[src/rtl/types_amba_pkg.sv]
// Shared AMBA/APB types.
//   mapinfo_type : one slave window, base inclusive, end exclusive (64-bit fields,
//                  32-bit APB masters compare the low 32 bits only)
//   apb_in_type  : master -> slave APB request
//   apb_out_type : slave -> master APB response
package types_amba_pkg;

   typedef struct packed {
      logic [63:0] addr_start;
      logic [63:0] addr_end;
   } mapinfo_type;

   typedef struct packed {
      logic        pselx;
      logic        penable;
      logic [31:0] paddr;
      logic        pwrite;
      logic [31:0] pwdata;
      logic [3:0]  pstrb;
      logic [2:0]  pprot;
   } apb_in_type;

   typedef struct packed {
      logic        pready;
      logic [31:0] prdata;
      logic        pslverr;
   } apb_out_type;

endpackage

[src/rtl/types_bus_ctrl_pkg.sv]
// Types and constants shared by the APB bus controllers.
//   bus_ctrl_state_type   : transaction FSM states
//   BUS_CTRL_ERRCNT_WIDTH : width of the saturating error counter
package types_bus_ctrl_pkg;

   typedef enum logic [1:0] {
      IDLE,
      SETUP,
      ACCESS,
      RESP
   } bus_ctrl_state_type;

   localparam int unsigned BUS_CTRL_ERRCNT_WIDTH = 16;

endpackage

[src/rtl/apb_addr_decoder.sv]
// Combinational priority address decoder.
//   addr : byte address to decode
//   en   : per-slave enable mask; a disabled slave never hits
//   sel  : one-hot select, lowest matching index wins
//   hit  : at least one enabled slave matched
module apb_addr_decoder
   import types_amba_pkg::*;
#(
   parameter int unsigned SLV_TOTAL = 6,
   parameter mapinfo_type SLV_MAP [0:SLV_TOTAL-1] = '{default: '0}
) (
   input  logic [31:0]          addr,
   input  logic [SLV_TOTAL-1:0] en,
   output logic [SLV_TOTAL-1:0] sel,
   output logic                 hit
);

   always_comb begin
      sel = '0;
      hit = 1'b0;
      for (int unsigned i = 0; i < SLV_TOTAL; i++) begin
         if (!hit && en[i] &&
             (addr >= SLV_MAP[i].addr_start[31:0]) &&
             (addr <  SLV_MAP[i].addr_end[31:0])) begin
            sel[i] = 1'b1;
            hit    = 1'b1;
         end
      end
   end

endmodule

[src/rtl/apb_slv_bus_ctrl.sv]
// APB master / interconnect: one outstanding request, decoded to one of SLV_TOTAL slaves.
//   i_clk, i_nrst          : clock, async active-low reset
//   i_req_*, o_req_ready   : request port (valid/ready), address, direction, data, strobes
//   i_slv_en               : runtime slave enable mask, sampled at decode only
//   o_resp_*, i_resp_ready : response port, held until consumed
//   o_apbo, i_apbi         : per-slave APB request / response
//   o_err_cnt              : saturating count of errored transactions
module apb_slv_bus_ctrl
   import types_amba_pkg::*;
   import types_bus_ctrl_pkg::*;
#(
   parameter int unsigned SLV_TOTAL      = 6,
   parameter mapinfo_type SLV_MAP [0:SLV_TOTAL-1] = '{default: '0},
   parameter int unsigned TIMEOUT_CYCLES = 256
) (
   input  logic                             i_clk,
   input  logic                             i_nrst,
   input  logic                             i_req_valid,
   output logic                             o_req_ready,
   input  logic [31:0]                      i_req_addr,
   input  logic                             i_req_write,
   input  logic [31:0]                      i_req_wdata,
   input  logic [3:0]                       i_req_wstrb,
   input  logic [SLV_TOTAL-1:0]             i_slv_en,
   output logic                             o_resp_valid,
   input  logic                             i_resp_ready,
   output logic [31:0]                      o_resp_rdata,
   output logic                             o_resp_err,
   output apb_in_type                       o_apbo [0:SLV_TOTAL-1],
   input  apb_out_type                      i_apbi [0:SLV_TOTAL-1],
   output logic [BUS_CTRL_ERRCNT_WIDTH-1:0] o_err_cnt
);

   bus_ctrl_state_type state_q, state_d;
   logic                             rdy_q;
   logic [SLV_TOTAL-1:0]             sel_q, sel_d;
   logic [31:0]                      addr_q, addr_d;
   logic                             write_q, write_d;
   logic [31:0]                      wdata_q, wdata_d;
   logic [3:0]                       wstrb_q, wstrb_d;
   logic [15:0]                      tmo_q, tmo_d;
   logic [31:0]                      rdata_q, rdata_d;
   logic                             err_q, err_d;
   logic [BUS_CTRL_ERRCNT_WIDTH-1:0] err_cnt_q, err_cnt_d;
   logic                             err_set;

   logic [SLV_TOTAL-1:0] dec_sel;
   logic                 dec_hit;
   logic                 slv_ready;
   logic [31:0]          slv_rdata;
   logic                 slv_err;

   apb_addr_decoder #(
      .SLV_TOTAL (SLV_TOTAL),
      .SLV_MAP   (SLV_MAP)
   ) u_dec (
      .addr (i_req_addr),
      .en   (i_slv_en),
      .sel  (dec_sel),
      .hit  (dec_hit)
   );

   // Only the latched selected slave may complete the transfer.
   always_comb begin
      slv_ready = 1'b0;
      slv_rdata = '0;
      slv_err   = 1'b0;
      for (int unsigned i = 0; i < SLV_TOTAL; i++) begin
         if (sel_q[i]) begin
            slv_ready = i_apbi[i].pready;
            slv_rdata = i_apbi[i].prdata;
            slv_err   = i_apbi[i].pslverr;
         end
      end
   end

   always_comb begin
      state_d   = state_q;
      sel_d     = sel_q;
      addr_d    = addr_q;
      write_d   = write_q;
      wdata_d   = wdata_q;
      wstrb_d   = wstrb_q;
      tmo_d     = tmo_q;
      rdata_d   = rdata_q;
      err_d     = err_q;
      err_set   = 1'b0;
      unique case (state_q)
         IDLE: begin
            if (i_req_valid && rdy_q) begin
               addr_d  = i_req_addr;
               write_d = i_req_write;
               wdata_d = i_req_wdata;
               wstrb_d = i_req_write ? i_req_wstrb : 4'h0;
               tmo_d   = '0;
               if (dec_hit) begin
                  sel_d   = dec_sel;
                  state_d = SETUP;
               end else begin
                  sel_d   = '0;
                  rdata_d = '0;
                  err_d   = 1'b1;
                  err_set = 1'b1;
                  state_d = RESP;
               end
            end
         end
         SETUP: state_d = ACCESS;
         ACCESS: begin
            if (slv_ready) begin
               rdata_d = (!write_q && !slv_err) ? slv_rdata : 32'h0;
               err_d   = slv_err;
               err_set = slv_err;
               state_d = RESP;
            end else if (tmo_q == 16'(TIMEOUT_CYCLES - 1)) begin
               rdata_d = '0;
               err_d   = 1'b1;
               err_set = 1'b1;
               state_d = RESP;
            end else begin
               tmo_d = tmo_q + 16'd1;
            end
         end
         RESP: if (i_resp_ready) state_d = IDLE;
         default: state_d = IDLE;
      endcase
   end

   always_comb begin
      err_cnt_d = err_cnt_q;
      if (err_set && (err_cnt_q != '1)) err_cnt_d = err_cnt_q + 1'b1;
   end

   always_ff @(posedge i_clk or negedge i_nrst) begin
      if (!i_nrst) begin
         state_q   <= IDLE;
         rdy_q     <= 1'b0;
         sel_q     <= '0;
         addr_q    <= '0;
         write_q   <= 1'b0;
         wdata_q   <= '0;
         wstrb_q   <= '0;
         tmo_q     <= '0;
         rdata_q   <= '0;
         err_q     <= 1'b0;
         err_cnt_q <= '0;
      end else begin
         state_q   <= state_d;
         rdy_q     <= 1'b1;
         sel_q     <= sel_d;
         addr_q    <= addr_d;
         write_q   <= write_d;
         wdata_q   <= wdata_d;
         wstrb_q   <= wstrb_d;
         tmo_q     <= tmo_d;
         rdata_q   <= rdata_d;
         err_q     <= err_d;
         err_cnt_q <= err_cnt_d;
      end
   end

   // APB controls come straight from state flops, so reset drops them asynchronously.
   always_comb begin
      for (int unsigned i = 0; i < SLV_TOTAL; i++) begin
         o_apbo[i].pselx   = sel_q[i] & ((state_q == SETUP) | (state_q == ACCESS));
         o_apbo[i].penable = sel_q[i] & (state_q == ACCESS);
         o_apbo[i].paddr   = addr_q;
         o_apbo[i].pwrite  = write_q;
         o_apbo[i].pwdata  = wdata_q;
         o_apbo[i].pstrb   = wstrb_q;
         o_apbo[i].pprot   = 3'b000;
      end
   end

   // rdy_q keeps ready low during reset and until the first clock after release.
   assign o_req_ready  = rdy_q & (state_q == IDLE);
   assign o_resp_valid = (state_q == RESP);
   assign o_resp_rdata = rdata_q;
   assign o_resp_err   = err_q;
   assign o_err_cnt    = err_cnt_q;

endmodule

[config.mk]
export PLATFORM = sky130hd
export DESIGN_NAME = apb_slv_bus_ctrl
export DESIGN_NICKNAME = d
export VERILOG_FILES = /design/src/rtl/types_amba_pkg.sv /design/src/rtl/types_bus_ctrl_pkg.sv /design/src/rtl/apb_addr_decoder.sv /design/src/rtl/apb_slv_bus_ctrl.sv
export SDC_FILE = /design/constraint.sdc
export NUM_CORES = 1
export LEC_CHECK = 0
export ABC_AREA = 1
export BUFFER_PORTS_ARGS = -buffer_cell sky130_fd_sc_hd__buf_2
export CORE_AREA = 5 5 295 297
export DETAILED_ROUTE_END_ITERATION = 10
export DIE_AREA = 0 0 300 302
export PLACE_DENSITY_LB_ADDON = 0.25
export SYNTH_ARGS = -nofsm -noshare
export SYNTH_HDL_FRONTEND = slang
export SYNTH_HIERARCHICAL = 1
export SYNTH_SLANG_ARGS = --single-unit
[constraint.sdc]
create_clock -name i_clk -period 3.2 [get_ports i_clk]
set_input_delay 0.64 -clock i_clk [delete_from_list [all_inputs] [get_ports i_clk]]
set_output_delay 0.64 -clock i_clk [all_outputs]
set_load 0.005 [all_outputs]
==> impl_metrics.yaml, run 1 <==
status:
  status: "completed"
hold_path:
  min_from: "i_req_addr[16]"
  holdPathStages: 3
  worstHoldEndpoint: "addr_q[16]"
  hold_class: "in -> reg"
logic_synthesis:
  synth-simple-area-share_pct: 30.5
  ys_seq_elements: 143
  yosys.cell_types.count: 35
  synth_warnings: 6
  syn_area_mm2: 0.0113
  postSynthAreaPerCell_um2: 6.99
  synth_xor_xnor_area_share_pct: 1.87
  synthMuxAreaShare_pct: 0
  synth_compound_area_share_pct: 5.15
  synthAdderAreaFrac_pct: 0.555
  synth_top_family_by_area: "simple AND/OR/NAND/NOR gates"
  seq_area_frac_synth_pct: 31.8
  syn_inst: 1612
cts:
  cts_root_buffer: "clkbuf_16"
  htree_num_levels: 4
  ctsResizeCount: 0
  cts_made_buffers: 17
  cts_tree: "built"
  cts.clk_slew.worst_paths_ps: 80
  clockBufferDepth: 2
  worstSkewPairLatency_ps: 470
  clock_sinks: 143
job:
  cap_violations: 0
setup_path:
  worstPathCellList: "buf_4 > nand2_1 > nand3_1 > nand2_1 > nand3_1 > nand2_1 > nand2_1 > buf_4 > nor2_1 > nand2_1 > nand2_1"
  r2r_setup_slack_ps: 600
  critPathMaxFanout: 28
  arrival_ps: 2970
  startpoint: "sel_q[2]"
  reg2reg_depth: 11
  cp_slowest_cell: "dfrtp_1"
  r2r_start: "sel_q[2]"
  r2r_end: "o_resp_rdata[17]"
  crit_top_cell: "nand2_1"
  start_kind: "register"
  critical_path_required_ps: 3570
  slowest_delay_ps: 600
  crit_path_end_kind: "register"
  path_class: "reg -> reg"
detailed_routing:
  dr.pass1.iters: 4
  drt-met1-wl_um: 21500
  wl_met3_um: 4410
  initialDrtViolationCount: 419
  wl_met2_um: 26600
  routed.top_layer: "met5"
  num_vias: 10800
  drt_wl_total_um: 54500
  wl_per_cell_um: 17.6
  viasPerCell: 3.50
  ant_nets: 0
  drc: 0
cells_and_area:
  num_antenna_cells: 0
  fin_nets: 2277
  layout_common_cells: "buf_2 (752), nand2_1 (586), dfrtp_1 (142)"
  areaGrowthSynthToFinish_pct: 25.9
  n_fill_cell: 9757
  drive_above_1_share_pct: 42.9
  layout_commonest_cell: "buf_2"
timing:
  skew_ps: 12.1
  fin_crit_ps: 2600
  fin_ws_ps: 595
  worst_pin_slew_ps: 1020
  slew_headroom_pct: 31.9
  hold_viol: 0
  drv_slew: 0
  finalSetupTns_ps: 0
  setup_viol: 0
  min_period_over_period_pct: 81.4
  fmax_ghz: 0.384
  rsz0062_at_grt: "no"
floorplanning:
  pin_count: 778
  die_area_mm2: 0.0906
  fp.dieH_um: 302
  start_util_pct: 13.4
  num_rows: 107
  core_mm2: 0.0843
  die_width_um: 300
grt:
  grt_max_degree: 75
  grt_pass1_wl_um: 75100
  track_usage_pct: 11.4
  grt_pass1_vias: 10700
  antenna_found_initial: 12
  grt-ovfl-total: 0
power_and_ir_drop:
  p_int_uw: 6570
  switching_power_uw: 7270
  swShare_pct: 52.5
  combinationalPowerShare_pct: 59.2
  irDropWorstVdd_uv: 405
  p_clk_share_pct: 15.4
  seqPwrFrac_pct: 25.4
  p_leak_uw: 0.00813
  p_per_area_mw_per_mm2: 976
placed_design:
  port_buffers: 753
  dp_slack_ps: 535
  dpl.hpwl_um: 44400
  gp_congestion: 0.808
-- logic make-up after synthesis --
logic type,after synthesis
and+or+nand+nor,827
buffers and inverters,507
DFF,143
AOI/OAI and AO/OA,103
xor gates and xnor gates,24
adders and majority gates,5
other,3
-- per-layer routing --
layer	GRT usage, %	vias to the layer above
met4	4.57	8
met2	19.7	489
met5	0	-
met3	4.03	63
met1	12.8	4870
li1	-	5383
-- power groups by stage --
stage | Combinational (uW) | Clock, uW | Sequential [uW]
after floorplan | 6380 | 0 | 3160
after global placement | 8570 | 0 | 3540
after detailed placement | 8510 | 0 | 3560
after CTS | 8520 | 2260 | 3530
after global routing | 9150 | 2300 | 3630
final | 8200 | 2120 | 3520
-- per-stage QoR --
stage                     utilization [%]  cells  hold WS, ps  total power [uW]  instance area, um2
after floorplan                         -   1635          344              9540               11400
after global placement               16.1   3059          466             12100               13600
after detailed placement             16.1   3059          460             12100               13600
after CTS                            16.8   3092          299             14300               14200
after global routing                 16.8   3092          327             15100               14200
final                                16.8   3092          363             13800               14200
-- cell type report --
class	instances	area [um2]	area share, %
sequential	143	3580	25.2
clock buffer	18	439	3.10
timing repair buffer	780	4020	28.3
clock inverter	14	148	1.04
tap	1090	1360	9.62
multi-input combinational	985	4400	31.0
inverter	62	235	1.66
-- how the worst max path moves through the flow --
stage | to | slack [ps]
2_1_floorplan | o_apbo[146] | 1340
3_3_place_gp | o_resp_rdata[17] | 500
3_5_place_dp | o_resp_rdata[27] | 530
4_1_cts | o_resp_rdata[17] | 520
5_1_grt | o_resp_rdata[17] | 360
6_report | o_resp_rdata[17] | 600
-- registers in the layout (all words and copies together), names as in the netlist --
signal	count
addr_q	32
wdata_q	32
state_q	2
write_q	1
o_resp_rdata	32
sel_q	6
rdy_q	1
o_err_cnt	16
tmo_q	16
o_resp_err	1
wstrb_q	4
-- repair_timing --
action | in CTS | in global routing
setup buffers | 0 | 0
hold buffers | 1 | 0
endpoints found under the hold margin | 12 | 0
-- synth_stat cells --
cell      instances  area, um2
nor3_4            1       16.3
or2_1             1       6.26
nor2_2            1       6.26
ha_1              5       62.6
o211ai_1         26        195
dfrtp_1         143       3580
nor3_2            2       20.0
inv_2             4       15.0
or2_2            24        150
xor2_1           24        210
o21ai_1           6       30.0
o21ai_0          37        185
buf_6             3       33.8
buf_2            12       60.1
inv_4             1       6.26
nand3_2           3       30.0
nor4_1            3       18.8
nand2_1         586       2200
or2_0             1       6.26
buf_1             8       30.0
conb_1            3       11.3
nor3b_1           1       7.51
nor2_1           72        270
nand2_2           3       18.8
nor3_1           13       65.1
a21oi_1          34        170
nand3_1         103        515
nor2_4            3       33.8
clkbuf_1         39        146
nand4_1           7       43.8
buf_4           383       2880
inv_1            56        210
clkinv_1          1       3.75
nand3b_1          1       7.51
nand4_2           2       25.0
-- critical path: cells and delay by family (launching register included) --
kind / cells / cell delay (ps)
buffers and inverters: 2 / 690
DFF: 1 / 600
and+or+nand+nor: 9 / 1210
(Power assumes the default switching activity.)
==> run 2, diff against run 1 <==
Settings changed: CORE_AREA 5 5 295 297 to 5 5 299 301, DIE_AREA 0 0 300 302 to 0 0 304 306.
Clock period 3.2 ns to 2.6 ns, I/O delays scaled along.
==> impl_metrics.yaml, run 2 (same netlist as run 1, synthesis figures left out) <==
status:
  status: "completed"
cts:
  post-cts-setup-buffers: 0
  cts_made_buffers: 17
  clock_sinks: 143
  htree_num_levels: 4
  cts.clk_slew.worst_paths_ps: 80
  cts_root_buffer: "clkbuf_16"
  clockBufferDepth: 2
  cts_tree: "built"
  worstSkewPairLatency_ps: 480
grt:
  grt_pass1_wl_um: 77200
  grt_max_degree: 83
  grt-ovfl-total: 0
  track_usage_pct: 11.2
  antenna_found_initial: 22
  grt_pass1_vias: 10800
setup_path:
  cp_top_family: "adder cells"
  crit_path_end_kind: "primary output"
  start_kind: "register"
  path_buf_inv: 3
  crit_top_cell: "inv_1"
  arrival_ps: 1820
  slowest_delay_ps: 530
  path_class: "reg -> out"
  worstPathCellList: "inv_1 > ha_1 > nand2_1 > inv_1 > buf_2"
  cp_slowest_cell: "ha_1"
  critical_path_required_ps: 2080
  critPathMaxFanout: 7
floorplanning:
  die_area_mm2: 0.0930
  core_mm2: 0.0863
  pin_count: 778
  die_width_um: 304
  start_util_pct: 13.0
  num_rows: 108
  fp.dieH_um: 306
timing:
  finalSetupTns_ps: 0
  skew_ps: 22.9
  rsz0062_at_grt: "no"
  hold_slack_ps: 235
  fin_crit_ps: 2340
  worst_pin_slew_ps: 799
  setup_viol: 0
  min_period_over_period_pct: 90.2
  drv_slew: 0
  slew_headroom_pct: 46.5
  fmax_ghz: 0.426
  hold_viol: 0
cells_and_area:
  areaGrowthSynthToFinish_pct: 28.5
  layout_commonest_cell: "buf_2"
  fin_nets: 2286
  layout_common_cells: "buf_2 (752), nand2_1 (586), dfrtp_1 (142)"
  drive_above_1_share_pct: 43.2
detailed_routing:
  initialDrtViolationCount: 454
  viasPerCell: 3.42
  num_vias: 10900
  drc: 0
  dr.pass1.iters: 4
  drt_wl_total_um: 54800
  ant_nets: 0
  wl_per_cell_um: 17.2
hold_path:
  hold_class: "in -> reg"
placed_design:
  dpl.hpwl_um: 44500
  port_buffers: 753
  gp_congestion: 0.820
power_and_ir_drop:
  p_leak_uw: 0.00820
  irDropWorstVdd_uv: 485
  p_per_area_mw_per_mm2: 1200
job:
  cap_violations: 0
==> run 2: path summary, 6_finish.rpt <==
| check | startpoint | end | slack, ps | cells past startpoint |
|---|---|---|---|---|
| max in group asynchronous | i_nrst | tmo_q[10] | 1290 | 3 |
| min | i_req_addr[9] | addr_q[9] | 230 | 3 |
| min reg2reg | o_resp_rdata[2] | o_resp_rdata[2] | 480 | 2 |
| max | state_q[1] | o_apbo[147] | 260 | 5 |
| min in group asynchronous | i_nrst | o_resp_rdata[15] | 600 | 2 |
| max reg2reg | sel_q[0] | o_resp_rdata[21] | 360 | 13 |
==> run 2: area by class of cell <==
| type | count | area (um2) |
|---|---|---|
| fill | 10000 | 71900 |
| multi-input combinational | 985 | 4400 |
| clock inverter | 15 | 198 |
| timing repair buffer | 789 | 4160 |
| inverter | 62 | 235 |
| sequential | 143 | 3580 |
| antenna | 12 | 30.0 |
| tap | 1155 | 1450 |
| clock buffer | 17 | 425 |
==> run 2: worst reg2reg max path, stage by stage (launching register included) <==
cell and delay (ps):
dfrtp_1 430, inv_1 100, nor2_4 390, buf_4 200, nand2_1 50, nand2_1 60, o211ai_1 270, nand3_1 170
nand3_1 80, nand2_1 70, nand2_1 50, nor2_1 180, nand2_1 80, nand2_1 60
==> run 2: per-stage QoR <==
stage / utilization (%) / setup slack, ps / std cells / instance area [um2] / total power, uW
after floorplan: - / 864 / 1635 / 11400 / 11700
after detailed placement: 16.0 / 307 / 3133 / 13800 / 15100
after CTS: 16.7 / 43.3 / 3166 / 14400 / 18000
after global routing: 16.7 / 44.2 / 3169 / 14500 / 18900
final: 16.8 / 255 / 3178 / 14500 / 17300
after global placement: 16.0 / 283 / 3133 / 13800 / 15100
==> run 2: what timing repair did <==
action	4_1_cts	5_1_grt
hold buffers	1	0
resized for setup	0	1
endpoints found under the hold margin	47	0
setup endpoints to repair	0	1
==> run 2: layer usage <==
| metal | GRT usage [%] | vias to the layer above | share of wire (%) |
|---|---|---|---|
| met5 | 0 | - | 0.15 |
| met4 | 2.92 | 12 | 2.1 |
| met3 | 5.40 | 53 | 9.6 |
| met2 | 19.8 | 493 | 50 |
| met1 | 12.1 | 4898 | 38 |
| li1 | - | 5424 | - |
==> run 2: power by group <==
group          internal (uW)  switching [uW]  total [uW]
clock                   1390            1320        2710
sequential              2930            1320        4240
combinational           4000            6390       10400
==> run 3, diff against run 2 <==
Settings changed: SETUP_SLACK_MARGIN from default to 0.4.
==> impl_metrics.yaml, run 3 (same netlist as run 1, synthesis figures left out) <==
status:
  status: "completed"
detailed_routing:
  dr.pass1.iters: 7
  drc: 0
  num_vias: 10900
  ant_nets: 0
  initialDrtViolationCount: 432
  viasPerCell: 3.42
  drt_wl_total_um: 55100
  wl_per_cell_um: 17.2
cts:
  clock_sinks: 143
  clockBufferDepth: 2
  worstSkewPairLatency_ps: 480
  htree_num_levels: 4
  cts_tree: "built"
  cts.clk_slew.worst_paths_ps: 80
  cts_made_buffers: 17
  cts_root_buffer: "clkbuf_16"
floorplanning:
  core_mm2: 0.0863
  die_width_um: 304
  fp.dieH_um: 306
  num_rows: 108
  start_util_pct: 13.0
  pin_count: 778
  die_area_mm2: 0.0930
placed_design:
  port_buffers: 753
  dp_slack_ps: 307
  gp_congestion: 0.820
  dpl.hpwl_um: 44500
  place_area_mm2: 0.0138
timing:
  fmax_ghz: 0.477
  hold_viol: 0
  fin_crit_ps: 2100
  setup_viol: 0
  worst_pin_slew_ps: 840
  fin_ws_ps: 502
  finalSetupTns_ps: 0
  rsz0062_at_grt: "yes"
  hold_slack_ps: 231
  drv_slew: 0
  slew_headroom_pct: 43.7
  min_period_over_period_pct: 80.7
  skew_ps: 33.0
setup_path:
  r2r_end: "o_resp_rdata[15]"
  startpoint: "state_q[0]"
  critPathMaxFanout: 6
  critical_path_required_ps: 2080
  r2r_setup_slack_ps: 570
  arrival_ps: 1580
  r2r_start: "sel_q[1]"
  path_class: "reg -> out"
  crit_path_end_kind: "primary output"
  reg2reg_depth: 13
  start_kind: "register"
grt:
  grt_max_degree: 83
  antenna_found_initial: 22
  track_usage_pct: 11.3
  grt_pass1_vias: 10800
  grt-ovfl-total: 0
  grt_pass1_wl_um: 77500
cells_and_area:
  drive_above_1_share_pct: 44.0
  seq_area_mm2: 0.00358
  areaGrowthSynthToFinish_pct: 31.0
  stdcell_area_mm2: 0.0148
  multi_input_area_mm2: 0.00446
  n_fill_cell: 9997
  layout_common_cells: "buf_2 (750), nand2_1 (583), dfrtp_1 (141)"
  fin_nets: 2303
  layout_commonest_cell: "buf_2"
  fin_util_pct: 17.1
power_and_ir_drop:
  irDropWorstVdd_uv: 486
  p_per_area_mw_per_mm2: 1210
  p_leak_uw: 0.00836
hold_path:
  hold_class: "in -> reg"
  min_from: "i_req_addr[9]"
  holdPathStages: 3
  worstHoldEndpoint: "addr_q[9]"
job:
  cap_violations: 0
run 3: cell count changes in the layout (fill, tap and decap cells not counted), moves of 2 or more:
cell     change
buf_12       +4
buf_2        -2
buf_4       +10
buf_6        +2
buf_8        +2
ha_4         +2
nand2_1      -3
nand2_2      +2
run 3: per-layer routing:
metal  wire length [um]  GRT usage, %
met1              20900          12.1
met2              27800          19.9
met3               5200          5.39
met4               1160          2.92
met5                 80             0
run 3: worst max-delay path, cell delays in order (launching register included):
cell,delay (ps)
dfrtp_1,360
inv_2,70
ha_4,350
buf_4,140
nand2_1,40
inv_1,60
buf_2,100
run 3: how the worst max path moves through the flow:
| stage | to | slack (ps) |
|---|---|---|
| floorplan | o_apbo[146] | 860 |
| global placement | o_resp_rdata[21] | 280 |
| detailed placement | o_resp_rdata[21] | 310 |
| CTS | o_apbo[72] | 380 |
| global route | o_resp_rdata[31] | 390 |
| finish | o_apbo[369] | 500 |
run 3: where the power goes:
group / leakage, uW / total (uW) / switching [uW] / internal, uW
registers: 0.00187 / 4240 / 1310 / 2930
logic: 0.00619 / 10900 / 6540 / 4400
clock network: 0.000296 / 2710 / 1320 / 1390
run 3: final cells by class:
type | instances | share of cell area (%)
tap | 1155 | 9.79
clock inverter | 15 | 1.34
clock buffer | 17 | 2.88
multi-input combinational | 985 | 30.2
antenna | 12 | 0.203
inverter | 62 | 1.59
timing repair buffer | 806 | 29.7
sequential | 143 | 24.3
run 3: per-stage QoR:
| stage | total power, uW | cells |
|---|---|---|
| after floorplan | 11700 | 1635 |
| after global placement | 15100 | 3133 |
| after detailed placement | 15100 | 3133 |
| after CTS | 18300 | 3179 |
| after global routing | 19500 | 3186 |
| final | 17900 | 3195 |
run 3: repair_timing:
| action | in CTS | in global routing |
|---|---|---|
| endpoints found under the setup margin | 23 | 50 |
| gates resized for setup | 12 | 18 |
| hold buffers | 1 | 0 |
| endpoints found under the hold margin | 47 | 0 |
| pin swaps | 3 | 1 |
| setup buffers | 13 | 3 |
| gates cloned | 0 | 1 |
